### src/rtl/vend_pkg.sv
// vend_pkg: shared state encoding, coin codes and coin valuation for the vending credit FSM.
package vend_pkg;
    typedef enum logic [1:0] {IDLE, ACCUM, VEND, CHANGE} state_t;
    localparam logic [1:0] COIN_NONE = 2'd0;
    localparam logic [1:0] COIN1 = 2'd1;
    localparam logic [1:0] COIN2 = 2'd2;
    localparam logic [1:0] COIN3 = 2'd3;
    function automatic int unsigned coin_value(logic [1:0] code, int unsigned v1, int unsigned v2, int unsigned v3);
        return code == COIN1 ? v1 : code == COIN2 ? v2 : code == COIN3 ? v3 : 0;
    endfunction
endpackage

### src/rtl/vending_credit_fsm.sv
// vending_credit_fsm: coin-accumulating Moore vending FSM with vend and change req/ack handshakes.
module vending_credit_fsm
    import vend_pkg::*;
#(
    parameter int unsigned PRICE = 7,
    parameter int unsigned MAX_CREDIT = 15,
    parameter int unsigned COIN1_VAL = 1,
    parameter int unsigned COIN2_VAL = 2,
    parameter int unsigned COIN3_VAL = 5,
    localparam int CREDIT_W = $clog2(MAX_CREDIT + 1)
) (
    input  logic                clk,
    input  logic                rst_n,
    input  logic                coin_valid,
    input  logic [1:0]          coin,
    input  logic                cancel,
    input  logic                vend_ack,
    input  logic                change_ack,
    output logic [CREDIT_W-1:0] credit,
    output logic                vend_req,
    output logic                change_valid,
    output logic [CREDIT_W-1:0] change_amt,
    output logic                coin_reject
);
    state_t state, state_nx;
    logic [CREDIT_W-1:0] credit_nx, amt_nx;
    logic accept, refund;
    int unsigned sum;
    always_comb begin
        sum = int'(credit) + coin_value(coin, COIN1_VAL, COIN2_VAL, COIN3_VAL);
        refund = cancel && state == ACCUM;
        accept = coin_valid && (state == IDLE || state == ACCUM) && coin != COIN_NONE
                 && sum <= MAX_CREDIT && !refund;
        state_nx = state;
        credit_nx = credit;
        amt_nx = change_amt;
        case (state)
            IDLE, ACCUM: begin
                if (refund) begin
                    state_nx = CHANGE;
                    amt_nx = credit;
                    credit_nx = '0;
                end else if (accept) begin
                    credit_nx = CREDIT_W'(sum);
                    state_nx = sum >= PRICE ? VEND : ACCUM;
                end
            end
            VEND: begin
                if (vend_ack) begin
                    // credit >= PRICE is guaranteed here, so the subtraction cannot underflow
                    amt_nx = credit - CREDIT_W'(PRICE);
                    credit_nx = '0;
                    state_nx = credit == CREDIT_W'(PRICE) ? IDLE : CHANGE;
                end
            end
            default: begin
                if (change_ack) begin
                    state_nx = IDLE;
                    amt_nx = '0;
                end
            end
        endcase
    end
    always_ff @(posedge clk) begin
        if (!rst_n) begin
            state <= IDLE;
            credit <= '0;
            change_amt <= '0;
            coin_reject <= 1'b0;
            vend_req <= 1'b0;
            change_valid <= 1'b0;
        end else begin
            state <= state_nx;
            credit <= credit_nx;
            change_amt <= amt_nx;
            coin_reject <= coin_valid && !accept;
            vend_req <= state_nx == VEND;
            change_valid <= state_nx == CHANGE;
        end
    end
endmodule

### config.mk
export PLATFORM = sky130hd
export DESIGN_NAME = vending_credit_fsm
export DESIGN_NICKNAME = d
export VERILOG_FILES = /design/src/rtl/vend_pkg.sv /design/src/rtl/vending_credit_fsm.sv
export SDC_FILE = /design/constraint.sdc
export NUM_CORES = 1
export LEC_CHECK = 0
export CAP_MARGIN = 20
export CELL_PAD_IN_SITES_DETAIL_PLACEMENT = 0
export CELL_PAD_IN_SITES_GLOBAL_PLACEMENT = 1
export CORE_MARGIN = 2
export CORE_UTILIZATION = 38
export CTS_CLUSTER_DIAMETER = 80
export DETAILED_ROUTE_END_ITERATION = 12
export PLACE_DENSITY = 0.78
export SKIP_CTS_REPAIR_TIMING = 1
export SLEW_MARGIN = 20
export SYNTH_ARGS = -nofsm -noshare
export SYNTH_HDL_FRONTEND = slang
export SYNTH_SLANG_ARGS = --single-unit
export TNS_END_PERCENT = 20
### constraint.sdc
create_clock -name clk -period 3.1 [get_ports clk]
set_input_delay 0.775 -clock clk [delete_from_list [all_inputs] [get_ports clk]]
set_output_delay 0.775 -clock clk [all_outputs]
set_load 0.02 [all_outputs]
After elaboration in Yosys (flattened, before gate mapping). Cells that the tools add are included.

Register bits: 13. Output and inout bits: 11.

$add $sub $neg: 2. Order comparisons: 2. Equal/unequal tests: 11. Multiplexer cells: 18. Reductions and logical operators: 16.

Operator list (count): $mux 4 (6); $pmux 4 s2 (2); $mux 2 (6); $eq 2x2->1 const B (5); $mux 3 (3); $logic_and 1x1->1 (6); $reduce_and 3->1 (2); $add 4x3->5 (1); $ge 5x3->1 const B (1); $le 5x4->1 const B (1); $eq 2x1->1 const B (2); $eq 4x3->1 const B (1); $ne 2x2->1 const B (2); $pmux 2 s2 (1); $reduce_bool 2->1 (2); $sub 4x3->4 const B (1); $ne 3x3->1 const B (1); $reduce_bool 3->1 (1); $logic_not 1->1 (2); $logic_not 2->1 (1); $reduce_or 2->1 (1); $logic_or 1x1->1 (1).

Logic depth before layout (Yosys ltp). Gate-level depths: netlist of run 1.

Word-level depth: 12. Mapped depth: 7. Depth with buffers taken out: 7.

Worst setup path before layout of run 1. No wires, ideal clock.

Path type: input to register. From: input port coin[0]. To: register state[0]. Library setup time: 0.058 ns. Arrival: 2.306 ns. Data required time: 3.042 ns. Path slack: 0.736 ns. Cell stages on the path: 7. Buffers on the path: 0. Cell sequence: ha_1 -> fa_1 -> a21o_1 -> a211oi_4 -> nand2_2 -> nor3_2 -> o21a_1.

Longest elaborated chain between the ends: 11. Elaborated cells between the ends (all ways): 17. Those cells by class: add/sub (1); order compare (2); eq/ne (3); mux (7); reduce/logical (4).

Ends and longest elaborated chain: start: declaration (RTL line vending_credit_fsm.sv:15) `input logic [1:0] coin,`; $eq 2x2->1 (RTL line vend_pkg.sv:9) `return code == COIN1 ? v1 : code == COIN2 ? v2 : code == COIN3 ? v3 : 0;`; $mux 3 (3 in a row) (RTL line vend_pkg.sv:9); $add 4x3->5 (RTL line vending_credit_fsm.sv:30) `sum = int'(credit) + coin_value(coin, COIN1_VAL, COIN2_VAL, COIN3_VAL);`; $le 5x4->1 (RTL line vending_credit_fsm.sv:33) `&& sum <= MAX_CREDIT && !refund;`; $logic_and 1x1->1 (2 in a row) (RTL line vending_credit_fsm.sv:33); $mux 2 (*) (RTL line vending_credit_fsm.sv:43) `end else if (accept) begin`; $mux 2 (*) (RTL line vending_credit_fsm.sv:39) `if (refund) begin`; $pmux 2 s2 (*) (RTL line vending_credit_fsm.sv:37) `case (state)`; end signal: assignment (RTL line vending_credit_fsm.sv:73) `state <= state_nx;`; end: declaration (RTL line vending_credit_fsm.sv:25) `state_t state, state_nx;`.

Every way passes the cells marked *; elsewhere a longest branch is shown, timed or not. A chain may end at the register's enable or synchronous reset.

Worst setup path after layout of run 1.
From: input port coin[0]. To: register credit[3].

Longest elaborated chain between the ends: 10. Elaborated cells between the ends (all ways): 17. Those cells by class: add/sub (1); order compare (1); eq/ne (4); mux (6); reduce/logical (5).

Ends and longest elaborated chain: $eq 2x2->1 (RTL line vend_pkg.sv:9); $mux 3 (3 in a row) (RTL line vend_pkg.sv:9); $add 4x3->5 (RTL line vending_credit_fsm.sv:30); $le 5x4->1 (RTL line vending_credit_fsm.sv:33); $logic_and 1x1->1 (2 in a row) (RTL line vending_credit_fsm.sv:33); $ne 3x3->1 (no source line); $reduce_and 3->1 (no source line); end signal: assignment (RTL line vending_credit_fsm.sv:74) `credit <= credit_nx;`; end: declaration (RTL line vending_credit_fsm.sv:19) `output logic [CREDIT_W-1:0] credit,`.

Parallel ways exist; a longest one is shown, timed or not. The select of a mux whose other input is x is not followed.

==> results of run 1 <==
worst max-delay path, cell delays in order:
cell and delay, ps:
clkdlybuf4s50_1 470, ha_1 250, fa_1 400, a21o_1 230
a211oi_4 420, nor3_2 130, o21ai_1 150, a21boi_1 70
cell usage after synthesis (all sizes together), types with 2 or more instances:
master	n	area, um2
a211oi	2	27.5
a21boi	5	37.5
a21o	2	15.0
a21oi	5	28.8
a221oi	2	17.5
and2	3	18.8
and3	3	20.0
buf	3	17.5
dfxtp	13	260
ha	4	50.1
inv	3	11.3
mux2i	2	20.0
nand2	13	51.3
nand2b	3	18.8
nand3	3	15.0
nand4	4	25.0
nor2	2	7.51
nor2b	4	25.0
nor3	2	20.0
nor3b	3	22.5
o21ai	5	28.8
registers in the layout, summed over array words and instances (netlist names):
signal / cells
change_amt: 4
credit: 4
state: 2
change_valid: 1
coin_reject: 1
vend_req: 1
layer usage:
| metal | up-vias | share of wire, % | track usage, % | routed length (um) |
|---|---|---|---|---|
| met3 | 2 | 3.3 | 2.08 | 58 |
| met5 | - | 0 | 0 | 0 |
| li1 | 383 | - | - | - |
| met2 | 19 | 47 | 26.3 | 820 |
| met4 | 0 | 1.5 | 9.46 | 27 |
| met1 | 340 | 48 | 20.3 | 843 |
power by group through the flow:
| stage | clock network (mW) | logic, mW | registers, mW |
|---|---|---|---|
| final | 0.102 | 0.129 | 0.200 |
| after global routing | 0.119 | 0.143 | 0.203 |
| after CTS | 0.108 | 0.130 | 0.200 |
| after detailed placement | 0 | 0.129 | 0.203 |
| after global placement | 0 | 0.130 | 0.204 |
| after floorplan | 0 | 0.0832 | 0.205 |
cell type report:
class / instances / area share [%]
multi-input cells: 75 / 50.7
flip-flops and latches: 13 / 25.1
repair buffers: 18 / 17.3
well taps: 27 / 3.25
clock buffers: 4 / 2.53
inverters: 3 / 1.08
logic make-up (layout without fill, tap and decap cells):
family                     Yosys count  in the layout  share of synthesized area [%]
and+or+nand+nor                     42             42                           29.2
AOI/OAI and AO/OA                   24             24                           22.0
DFF                                 13             13                           31.8
buffers and inverters                7             25                           3.97
adders and majority gates            5              5                           8.55
xor gates and xnor gates             2              2                           2.14
muxes                                2              2                           2.44
worst max path at each step:
stage	slack, ps	from	end	cells past startpoint
final	350	coin[0]	credit[3]	8
after detailed placement	70	coin[0]	state[0]	8
after global routing	220	coin[0]	credit[3]	8
after CTS	360	coin[0]	state[0]	8
after global placement	80	coin[0]	vend_req	7
after floorplan	740	coin[0]	state[0]	7
stage by stage:
step | hold WS (ps) | instances | area (um2)
finish | 463 | 140 | 1040
global route | 510 | 140 | 1040
CTS | 467 | 140 | 1040
detailed placement | 461 | 136 | 1010
global placement | 454 | 136 | 1010
floorplan | 537 | 95 | 820
==> results summary, run 1 <==
The number of input and output port buffers inserted came out at 18. The starting density of the core is 40.9%. Summed over all nets, the switching power comes to 138 uW. The die extent in y is 50.4 um. In this run switching power makes up 32.1% of total power.

The sequential group share of total power came out at 46.4%. The core area came out at 0.00200 mm2. CTS built an H-tree with a depth of 1.

The area of the die came out at 0.00254 mm2. The final worst clock skew came out at 2.07 ps. STA classifies the critical path endpoint as a flop. The number of search-and-repair iterations in the first detailed-routing pass came out at 4.

At the pin with the least slew margin, the transition time is 414 ps. The via count of the first global-routing pass is 688. The required time at the worst-slack endpoint came out at 3270 ps. The number of synthesized flops with an enable pin is 0. The power share of the clock group came out at 23.6%. The floorplan step set the die width to 50.4 um.

In this run, the combinational gates consume 29.9% of the power. Routability-driven placement finished with a final weighted congestion of 0.813. The worst flop-to-flop path startpoint is credit[0]. The type of the setup path with the least slack is in2reg.

The net count of the mapped netlist came out at 108. The area used by sequential logic in the layout is 260 um2. The number of flip-flops and latches in the synthesized netlist is 13. The cell area after technology mapping came out at 820 um2. The number of clock sinks seen by CTS is 13. The number of cells traversed by the worst hold path came out at 2.

The share of cells above drive strength 1 came out at 8.85%. The total via count in the routed design came out at 744. The combined area of the multi-input logic cells is 527 um2. The overall routed net length came out at 1.75 mm. The ratio of routed vias to standard cells is 5.31.

The highest clock rate came out at 0.364 GHz. The Yosys step of the flow raised 0 warnings. For the worst flop-to-flop path, the logic depth is 7.

Setup violations remaining at the end of the flow were counted as 0. The endpoint identified for the worst register-to-register timing path is credit[3]. The worst hold-check path type is reg2reg. The number of I/O pins came out at 19. The clock transition time at the flip-flop clock pins of the worst setup and hold paths is 80 ps. The number of buffers between clock root and the deepest sink came out at 2. The remaining global-route overflow came out at 0. The HPWL after detailed placement is 1.33 mm. The final routed DRC violation total came out at 0. Along the worst path, the maximum fanout reaches 7.

The number of antenna violations at the first check in global routing was 0. The worst slew slack as a fraction of its limit is 72.3%. Counting the fill cells in the layout gives 198. Row generation in the floorplan step produced 16 rows. The part of the cycle the worst path needs came out at 88.6%. The number of hold-slack violations in the final timing report came out at 0.

The post-synthesis average cell area is 8.63 um2. For the worst-skew pair, the clock arrives at the later sink with an insertion delay of 270 ps. The path with the worst hold slack has its endpoint at change_amt[3]. The startpoint identified for the worst hold timing path is change_amt[3]. Compared with the post-synthesis result, the final layout area differs by 26.7%. The CTS tree is done. The total number of nets in the final design is 127. The run finished with clean final reports. Leaving out fill and tap cells, the most frequent cell in the layout is clkdlybuf4s50_1.

The cell-internal power came out at 292 uW. The worst path needs 2750 ps of the cycle, external delays included. The number of CTS-inserted buffers is 3. The detailed router finished its first iteration with 11 violations. The number of antenna repair diodes is 0. Dividing total power by cell area gives a power density of 414 mW/mm2. Max-cap violations in this run came to 0. In this run the clock root is driven by a clkbuf_4. The gate count after technology mapping is 95.

Timing analysis after detailed placement gives a worst setup slack of 71.6 ps. The overall track demand over capacity in global routing is 16.1%. Leaving out fill and tap cells, the most frequent cells in the layout are clkdlybuf4s50_1, dfxtp_1, nand2_1. Dividing the detail-routed wire length by the instance count gives 12.5 um. The count of cell types in the netlist came out at 38.

The remaining antenna violation count after routing is 0. The static power due to leakage is 0.410 nW. The setup check on the worst reg-to-reg path leaves a slack of 940 ps. The final standard cell utilization of the core is 51.9%. The final number of max-transition violations was 0.

Setup repair after global routing left no endpoint under its margin. The first global-routing pass estimated 3.06 mm of wire. The maximum vdd ir drop came out at 225 uV.

Sequential elements use 31.8% of the synthesized area. The worst setup path is launched from an input pin. The worst setup margin came out at 354 ps. Data on the critical path arrives at its endpoint at 2910 ps. The share of synthesized flip-flops with an asynchronous set or reset is 0%.

The aggregate negative setup slack came out at 0 ps. The total chip power came out at 430 uW. The largest net degree at the start of global routing came out at 13. In the synthesized netlist the dominant register cell turns out to be dfxtp_1.
Note: power is estimated with default switching activity, not from simulation.
==> run 2, diff against run 1 <==
CAP_MARGIN = default   (was 20)
CORE_UTILIZATION = 24   (was 38)
PLACE_DENSITY = 0.52   (was 0.78)
==> results summary, run 2 (same netlist as run 1, synthesis figures left out) <==
The measured slew at the worst slew-check pin came out at 429 ps (was 414 ps). The final-report setup violation count came out at 0 (unchanged). The final worst clock skew came out at 0.839 ps (was 2.07 ps).

The maximum vdd ir drop came out at 229 uV (was 225 uV). The remaining global-route overflow is 0 (unchanged). The reg2reg setup slack came out at 910 ps (was 940 ps). The biggest fanout along the worst timing path came out at 7 (unchanged). The clock transition time at the flip-flop clock pins of the worst setup and hold paths is 80 ps (about the same). The core area is 0.00331 mm2 (was 0.00200 mm2). The worst slew slack as a fraction of its limit is 71.3% (was 72.3%). The total via count in the routed design is 747 (was 744). The final routed DRC violation total is 0 (unchanged). The total power divided by cell area is 413 mW/mm2 (was 414 mW/mm2). The critical path launch point is coin[0] (unchanged). The later-pin clock latency in the skew report is 280 ps (was 270 ps). The share of cells above drive strength 1 came out at 8.85% (unchanged).

The post-synthesis to final-layout area growth is 29.6% (was 26.7%). The number of clock sinks seen by CTS was 13 (unchanged). The initial DRC count came out at 13 (was 11).

The number of violations of the max-capacitance limit came out at 0 (unchanged). The type of the setup path with the least slack was in2reg (unchanged). The minimum clock period after layout is 2760 ps (was 2750 ps). The worst min-delay path startpoint is change_amt[3] (unchanged).

The average wire per cell in the routed design is 12.8 um (was 12.5 um). The most frequent standard cell in the layout excluding fill and tap cells is clkdlybuf4s50_1 (unchanged). The aggregate negative setup slack is 0 ps (unchanged). The overall routed net length came out at 2.04 mm (was 1.75 mm).

The number of CTS-inserted buffers is 3 (unchanged). The number of input and output port buffers inserted is 18 (unchanged). Largest registers: change_amt (4), credit (4), state (2) (unchanged). The clock root buffer master is clkbuf_4 (unchanged). The global placement routability congestion was 0.779 (was 0.813).

The data arrival time of the critical path is 2980 ps (was 2910 ps). The final number of max-transition violations is 0 (unchanged). The combined area of the multi-input logic cells is 527 um2 (unchanged).

The width of the chip came out at 62.4 um (was 50.4 um). The remaining antenna violation count after routing came out at 0 (unchanged). The part of the cycle the worst path needs came out at 89.0% (was 88.6%). The area of the die is 0.00390 mm2 (was 0.00254 mm2). The number of levels in the clock H-tree came out at 1 (unchanged). The number of antenna violations at the first check in global routing is 0 (unchanged). The number of hold-slack violations in the final timing report is 0 (unchanged). The global-route wire length before repair is 3.49 mm (was 3.06 mm).

The area of all placed cells without fillers is 0.00106 mm2 (was 0.00104 mm2). The CTS tree is done (unchanged). The largest net degree at the start of global routing is 13 (unchanged). The startpoint type of the worst setup path is an input pin (unchanged). The number of search-and-repair iterations in the first detailed-routing pass is 4 (unchanged). The floorplan row count is 21 (was 16). The placed instance area is 0.00104 mm2 (was 0.00101 mm2). The length in cells of the worst reg-to-reg path is 7 (unchanged). The count of filler cells inserted in the layout is 373 (was 198).

Run status: completed (unchanged). The total number of nets in the final design came out at 127 (unchanged). The ratio of routed vias to standard cells came to 4.70 (was 5.31). The worst flop-to-flop path startpoint is credit[0] (unchanged). The endpoint of the worst register-to-register path was state[0] (was credit[3]). The number of antenna repair diodes is 0 (unchanged).

The detailed-placement wirelength estimate was 1.51 mm (was 1.33 mm). The starting density of the core came out at 24.8% (was 40.9%). Most frequent cells in the layout: clkdlybuf4s50_1, dfxtp_1, nand2_1 (unchanged). The overall track demand over capacity in global routing is 11.3% (was 16.1%). The number of I/O pins came to 19 (unchanged). The endpoint kind of the worst setup timing path is a flop (unchanged). The area used by sequential logic in the layout is 260 um2 (unchanged). The via count of the first global-routing pass was 726 (was 688).

The highest clock rate came to 0.362 GHz (was 0.364 GHz). The worst setup path endpoint is state[0] (was credit[3]). The required time at the worst-slack endpoint came out at 3320 ps (was 3270 ps). RSZ-0062 raised after global routing: no (unchanged). The die extent in y came out at 62.4 um (was 50.4 um). The number of buffers between clock root and the deepest sink came out at 2 (unchanged). The static power due to leakage is 0.410 nW (unchanged). The worst hold-check path type is reg2reg (unchanged).
run 2: cell counts in the layout (fill, tap and decap cells not counted):
No cell type changed its count.
run 2: per-stage QoR:
stage               setup WS, ps  hold slack, ps  utilization [%]  power (mW)  cells
floorplan                    736             537                -       0.288     95
CTS                          323             481             32.1       0.447    159
detailed placement          53.0             469             31.3       0.337    155
global route                 208             501             32.1       0.472    159
global placement            84.2             458             31.3       0.338    155
finish                       340             472             32.1       0.439    159
run 2: final cells by class:
cell class	count	area share, %
Tap cell	46	5.42
Multi-Input combinational cell	75	49.6
Clock buffer	4	2.47
Inverter	3	1.06
Timing Repair Buffer	18	17.0
Sequential cell	13	24.5
run 2: how the worst min path moves through the flow:
stage          cells past startpoint            end  slack, ps
2_1_floorplan                      2  change_amt[3]        540
3_3_place_gp                       2  change_amt[3]        460
3_5_place_dp                       2  change_amt[3]        470
4_1_cts                            2  change_amt[3]        480
5_1_grt                            2  change_amt[3]        500
6_report                           2  change_amt[3]        470
run 2: power breakdown:
group / leakage (nW) / switching (mW) / internal (mW)
logic: 0.289 / 0.0697 / 0.0625
registers: 0.106 / 0.0197 / 0.181
clock network: 0.0150 / 0.0567 / 0.0499
total: 0.410 / 0.146 / 0.293
run 2: layer usage:
metal	routed length [um]	GRT usage (%)	up-vias	share of wire, %
li1	-	-	378	-
met1	1010	15.5	350	50
met2	901	16.9	17	44
met3	104	4.32	2	5.1
met4	18	2.50	0	0.88
met5	0	0	-	0
run 2: critical path, cell delays in order:
cell             delay (ps)
clkdlybuf4s50_1         470
ha_1                    250
fa_1                    400
a21o_1                  230
a211oi_4                420
nand2_2                 110
nor3_2                  200
o21a_1                  130
